### src/rtl/alu_pkg.sv
// rtl/alu_pkg.sv - shared opcode constants and FSM state encoding for the ALU family
package alu_pkg;

    localparam logic [3:0] OP_AND   = 4'b0000;
    localparam logic [3:0] OP_OR    = 4'b0001;
    localparam logic [3:0] OP_ADD   = 4'b0010;
    localparam logic [3:0] OP_LSL   = 4'b0011;
    localparam logic [3:0] OP_LSR   = 4'b0100;
    localparam logic [3:0] OP_SUB   = 4'b0110;
    localparam logic [3:0] OP_PASSB = 4'b0111;
    localparam logic [3:0] OP_MUL   = 4'b1000;

    typedef enum logic [1:0] {
        ST_IDLE = 2'd0,
        ST_BUSY = 2'd1,
        ST_DONE = 2'd2
    } alu_state_e;

endpackage

### src/rtl/alu_mul_seq.sv
// rtl/alu_mul_seq.sv - iterative shift-add multiplier, one multiplier bit per cycle
module alu_mul_seq #(
    parameter int N = 64
) (
    input  logic         clk,
    input  logic         rst,
    input  logic         start_i,
    input  logic [N-1:0] a_i,
    input  logic [N-1:0] b_i,
    output logic         done_o,
    output logic [N-1:0] product_o
);

    localparam int CW = $clog2(N);

    logic [N-1:0]  mcand_q;
    logic [N-1:0]  mplier_q;
    logic [N-1:0]  acc_q;
    logic [N-1:0]  acc_d;
    logic [CW-1:0] cnt_q;
    logic          run_q;

    // Partial sum including the current iteration; on the last iteration this
    // is the final product, so the top can capture it on the same edge.
    assign acc_d     = acc_q + (mplier_q[0] ? mcand_q : '0);
    assign done_o    = run_q && (cnt_q == CW'(N - 1));
    assign product_o = acc_d;

    // Load on start, then shift the multiplicand left and the multiplier right each cycle.
    always_ff @(posedge clk) begin
        if (rst) begin
            run_q    <= 1'b0;
            cnt_q    <= '0;
            acc_q    <= '0;
            mcand_q  <= '0;
            mplier_q <= '0;
        end else if (start_i) begin
            run_q    <= 1'b1;
            cnt_q    <= '0;
            acc_q    <= '0;
            mcand_q  <= a_i;
            mplier_q <= b_i;
        end else if (run_q) begin
            acc_q    <= acc_d;
            mcand_q  <= mcand_q << 1;
            mplier_q <= mplier_q >> 1;
            cnt_q    <= cnt_q + 1'b1;
            if (done_o) begin
                run_q <= 1'b0;
            end
        end
    end

endmodule

### src/rtl/multicycle_alu.sv
// rtl/multicycle_alu.sv - handshaked ALU: single-cycle ops inline, MUL via iterative multiplier
module multicycle_alu
    import alu_pkg::*;
#(
    parameter int N  = 64,
    parameter int SW = $clog2(N)
) (
    input  logic         CLK,
    input  logic         Reset,
    input  logic         InValid,
    output logic         InReady,
    input  logic [N-1:0] BusA,
    input  logic [N-1:0] BusB,
    input  logic [3:0]   ALUCtrl,
    output logic         OutValid,
    input  logic         OutReady,
    output logic [N-1:0] BusW,
    output logic         Zero,
    output logic         Negative,
    output logic         Carry,
    output logic         Overflow
);

    alu_state_e   state_q;
    logic [N-1:0] busw_q;
    logic         zero_q;
    logic         neg_q;
    logic         carry_q;
    logic         ovf_q;
    logic         valid_q;

    logic         accept;
    logic         mul_start;
    logic         mul_done;
    logic [N-1:0] mul_product;

    logic [N-1:0] res_w;
    logic         res_c;
    logic         res_v;
    logic [N:0]   sum_ext;
    logic [N-1:0] diff;
    logic         shift_big;

    // A finished result may be replaced in the same cycle it is consumed.
    assign InReady   = (state_q == ST_IDLE) || ((state_q == ST_DONE) && OutReady);
    assign accept    = InValid && InReady;
    assign mul_start = accept && !Reset && (ALUCtrl == OP_MUL);

    alu_mul_seq #(.N(N)) u_mul (
        .clk       (CLK),
        .rst       (Reset),
        .start_i   (mul_start),
        .a_i       (BusA),
        .b_i       (BusB),
        .done_o    (mul_done),
        .product_o (mul_product)
    );

    // Single-cycle datapath; only sampled into registers on an accept.
    always_comb begin
        res_w     = '0;
        res_c     = 1'b0;
        res_v     = 1'b0;
        sum_ext   = {1'b0, BusA} + {1'b0, BusB};
        diff      = BusA - BusB;
        shift_big = |BusB[N-1:SW];
        case (ALUCtrl)
            OP_AND:   res_w = BusA & BusB;
            OP_OR:    res_w = BusA | BusB;
            OP_ADD: begin
                res_w = sum_ext[N-1:0];
                res_c = sum_ext[N];
                res_v = (BusA[N-1] == BusB[N-1]) && (sum_ext[N-1] != BusA[N-1]);
            end
            OP_SUB: begin
                res_w = diff;
                res_c = (BusA >= BusB);
                res_v = (BusA[N-1] != BusB[N-1]) && (diff[N-1] != BusA[N-1]);
            end
            OP_LSL:   res_w = shift_big ? '0 : (BusA << BusB[SW-1:0]);
            OP_LSR:   res_w = shift_big ? '0 : (BusA >> BusB[SW-1:0]);
            OP_PASSB: res_w = BusB;
            default:  res_w = '0;
        endcase
    end

    // Control FSM with registered result and flags; reset beats any accept.
    always_ff @(posedge CLK) begin
        if (Reset) begin
            state_q <= ST_IDLE;
            valid_q <= 1'b0;
            busw_q  <= '0;
            zero_q  <= 1'b0;
            neg_q   <= 1'b0;
            carry_q <= 1'b0;
            ovf_q   <= 1'b0;
        end else if (accept) begin
            if (ALUCtrl == OP_MUL) begin
                state_q <= ST_BUSY;
                valid_q <= 1'b0;
            end else begin
                state_q <= ST_DONE;
                valid_q <= 1'b1;
                busw_q  <= res_w;
                zero_q  <= (res_w == '0);
                neg_q   <= res_w[N-1];
                carry_q <= res_c;
                ovf_q   <= res_v;
            end
        end else begin
            case (state_q)
                ST_BUSY: begin
                    if (mul_done) begin
                        state_q <= ST_DONE;
                        valid_q <= 1'b1;
                        busw_q  <= mul_product;
                        zero_q  <= (mul_product == '0);
                        neg_q   <= mul_product[N-1];
                        carry_q <= 1'b0;
                        ovf_q   <= 1'b0;
                    end
                end
                ST_DONE: begin
                    if (OutReady) begin
                        state_q <= ST_IDLE;
                        valid_q <= 1'b0;
                    end
                end
                default: ;
            endcase
        end
    end

    assign OutValid = valid_q;
    assign BusW     = busw_q;
    assign Zero     = zero_q;
    assign Negative = neg_q;
    assign Carry    = carry_q;
    assign Overflow = ovf_q;

endmodule

### config.mk
export PLATFORM = sky130hd
export DESIGN_NAME = multicycle_alu
export DESIGN_NICKNAME = d
export VERILOG_FILES = /design/src/rtl/alu_pkg.sv /design/src/rtl/alu_mul_seq.sv /design/src/rtl/multicycle_alu.sv
export SDC_FILE = /design/constraint.sdc
export NUM_CORES = 2
export LEC_CHECK = 0
export CORE_MARGIN = 4
export CORE_UTILIZATION = 40
export CTS_CLUSTER_DIAMETER = 60
export DETAILED_ROUTE_END_ITERATION = 8
export PLACE_DENSITY = 0.57
export SLEW_MARGIN = 30
export SYNTH_ARGS = -nofsm -noshare
export SYNTH_HDL_FRONTEND = slang
export SYNTH_SLANG_ARGS = --single-unit
### constraint.sdc
create_clock -name CLK -period 6.5 [get_ports CLK]
set_clock_uncertainty 0.1 [all_clocks]
set_input_delay 0.975 -clock CLK [delete_from_list [all_inputs] [get_ports CLK]]
set_output_delay 0.975 -clock CLK [all_outputs]
set_load 0.05 [all_outputs]
==> results.cfg <==
[job]
maxCapViolCount = 0

[setup_path]
rr_worst_depth = 19
cp.required_ps = 6940
critPathKind = in -> reg
critPathArrivalTime_ps = 6730
critical_path.startpoint = BusB[0]
r2r_start = u_mul.mplier_q[0]
critPathMaxFanout = 42
end_kind = flip-flop
cp-start-kind = input port

[timing]
rsz0062_at_grt = false
finalSetupViolations = 0
final_max_slew_viol_count = 0
period_share_pct = 96.8
max_slew_margin_pct = 23.3
max_freq_mhz = 159
worst_slew_pin_slew_ps = 1120
period_needed_ps = 6290
hold_viol = 0

[yosys]
yosys.area.top_type_share_pct = 14.9
yosysWarnings = 0
ys_ff_latch = 268
seq_area_frac_synth_pct = 14.9
yosys.cell_count.top_type = nor2_1
syn_inst = 4893
avgSynthCellArea_um2 = 7.38
yosysTopAreaCell = dfxtp_1
synth_edf_count = 0
netlist_top_cells_area = dfxtp_1 (15%), ha_1 (9.4%), mux2i_1 (8.4%), nor2_1 (6.6%), mux4_2 (6.2%)
ys_types = 95
async_flop_share_pct = 0
synthTopCellsByCount = nor2_1 (637), nand2_1 (410), a21oi_1 (376), clkbuf_1 (308), mux2i_1 (302)
synth_nets = 5304
netlist_area_mm2 = 0.0361
ys.flop_type = dfxtp_1

[floorplan]
initial_utilization_pct = 40.6
die_h_um = 309
io_pins = 206
fp-row-count = 109
core_area_mm2 = 0.0891
fp.dieArea_mm2 = 0.0952
dieWidth_um = 309

[clocking]
cts_resized = 0
htree_num_levels = 2
clkSinkCount = 268
cts_hold_buffers = 0
numCtsBuffers = 38
path_clk_slew_ps = 50
post_cts_buffers = 0
cts_tree = built
cts-root-buf = clkbuf_16
cts_buffer_depth = 3
clk_latency_ps = 610

[hold_path]
hp-start = u_mul.acc_q[45]
hold_depth = 2
min_path_type = reg -> reg

[drt]
drt_iter0_drc = 6058
ant_nets = 0
drcViolationCount = 0
via_per_inst = 6.73
post_drt_wl_per_cell_um = 32.5
drtPass1Iterations = 6
wl_um = 209000
vias = 43200

[status]
outcome = complete, no violations

[placed_design]
place.gp.congestion = 1.10
portBuffers = 205
hpwl_um = 168000

[cells_and_area]
areaGrowthSynthToFinish_pct = 20.1
drive_gt1_share_pct = 14.5
fin_util_pct = 48.7
fillers = 9046
nNetsFinal = 5635

[grt]
grt_usage_pct = 42.0
antenna_found_initial = 4
grt_pass1_vias = 40100
grt_max_degree = 144
grt_pass1_wl_um = 294000
overflow = 0

[pwr]
peakVddDrop_v = 0.000207
power_density_mw_per_mm2 = 164
power_mw = 7.13
p_leak_nw = 17.3
## per-stage QoR
step	std cells	setup TNS (ps)	area, um^2	hold slack [ps]	worst slack, ps
final	6424	0	43400	385	207
after global routing	6418	0	43400	419	173
after CTS	6418	0	43400	386	364
after detailed placement	6349	-262	42000	381	-250
after global placement	6348	-773	42000	373	-446
after floorplan	4893	0	36100	360	114
## layer usage
metal	share of wire (%)	global-route usage (%)
met1	41	55.7
met5	0	0
met2	41	61.6
met4	8.2	28.0
met3	10	8.76
## final cells by class
class | count | area [um^2] | share of cell area [%]
diodes | 6 | 15.0 | 0.0346
multi-input cells | 4016 | 28500 | 65.7
inverters | 222 | 836 | 1.93
repair buffers | 678 | 5840 | 13.5
clock buffers | 47 | 1030 | 2.39
flip-flops and latches | 268 | 5370 | 12.4
well taps | 1165 | 1460 | 3.36
clock inverters | 22 | 330 | 0.761
## flip-flops by register name (all words and copies together) (netlist names)
register,count
Carry,1
Zero,1
u_mul.mplier_q,64
u_mul.acc_q,64
BusW,64
u_mul.cnt_q,6
u_mul.run_q,1
u_mul.mcand_q,64
state_q,2
Overflow,1
## worst max-delay path, cell delays in order
cell,delay (ps)
clkbuf_8,300
buf_12,350
mux4_2,620
mux2_2,310
mux2i_1,480
nor2_1,90
a21oi_1,440
a2bb2oi_1,370
o2111ai_1,220
or4b_2,730
nor4_1,490
nand4_1,270
nor4_1,470
buf_4,210
nand4_1,140
nor2_1,140
or3_1,100
## power breakdown
group / switching (mW) / total [mW] / internal [mW]
Sequential: 0.0335 / 1.72 / 1.69
Clock: 0.916 / 2.31 / 1.39
Combinational: 2.04 / 3.10 / 1.05
Total: 2.99 / 7.13 / 4.14
## logic make-up after synthesis
| kind of cell | after synthesis | share of synthesized area [%] |
|---|---|---|
| buffers and inverters | 609 | 6.66 |
| and+or+nand+nor | 1666 | 21.4 |
| DFF | 268 | 14.9 |
| AOI/OAI and AO/OA | 1523 | 28.8 |
| muxes | 466 | 16.6 |
| xor gates and xnor gates | 86 | 2.08 |
| adders and majority gates | 275 | 9.59 |
## final timing paths
| kind | to | slack [ps] |
|---|---|---|
| worst min register to register | u_mul.acc_q[45] | 380 |
| worst max register to register | Zero | 590 |
| worst min-delay path | u_mul.acc_q[45] | 380 |
| worst max-delay path | Zero | 210 |
## cells in the final DEF (no fill, tap or decap), drive strengths merged, types with 22 or more instances in the layout
cell / netlist / routed
nor2: 637 / 637
buf: 79 / 479
nand2: 410 / 410
a21oi: 376 / 376
mux2i: 302 / 302
ha: 272 / 272
dfxtp: 268 / 268
o21ai: 242 / 242
inv: 220 / 225
clkdlybuf4s50: 0 / 197
a211oi: 193 / 193
mux4: 100 / 100
nor3: 95 / 95
and2: 93 / 93
nand3: 88 / 88
nand4: 87 / 87
a221oi: 76 / 76
nor4: 74 / 74
mux2: 64 / 64
a21o: 61 / 61
xnor2: 59 / 59
o211ai: 59 / 59
o31ai: 52 / 52
clkbuf: 308 / 48
o21bai: 46 / 46
a31oi: 41 / 41
o22ai: 41 / 41
nor2b: 39 / 39
a22oi: 39 / 39
a221o: 37 / 37
a222oi: 32 / 32
or3: 29 / 29
o221ai: 27 / 27
xor2: 27 / 27
nand2b: 23 / 23
o21a: 22 / 22
(Power assumes the default switching activity.)
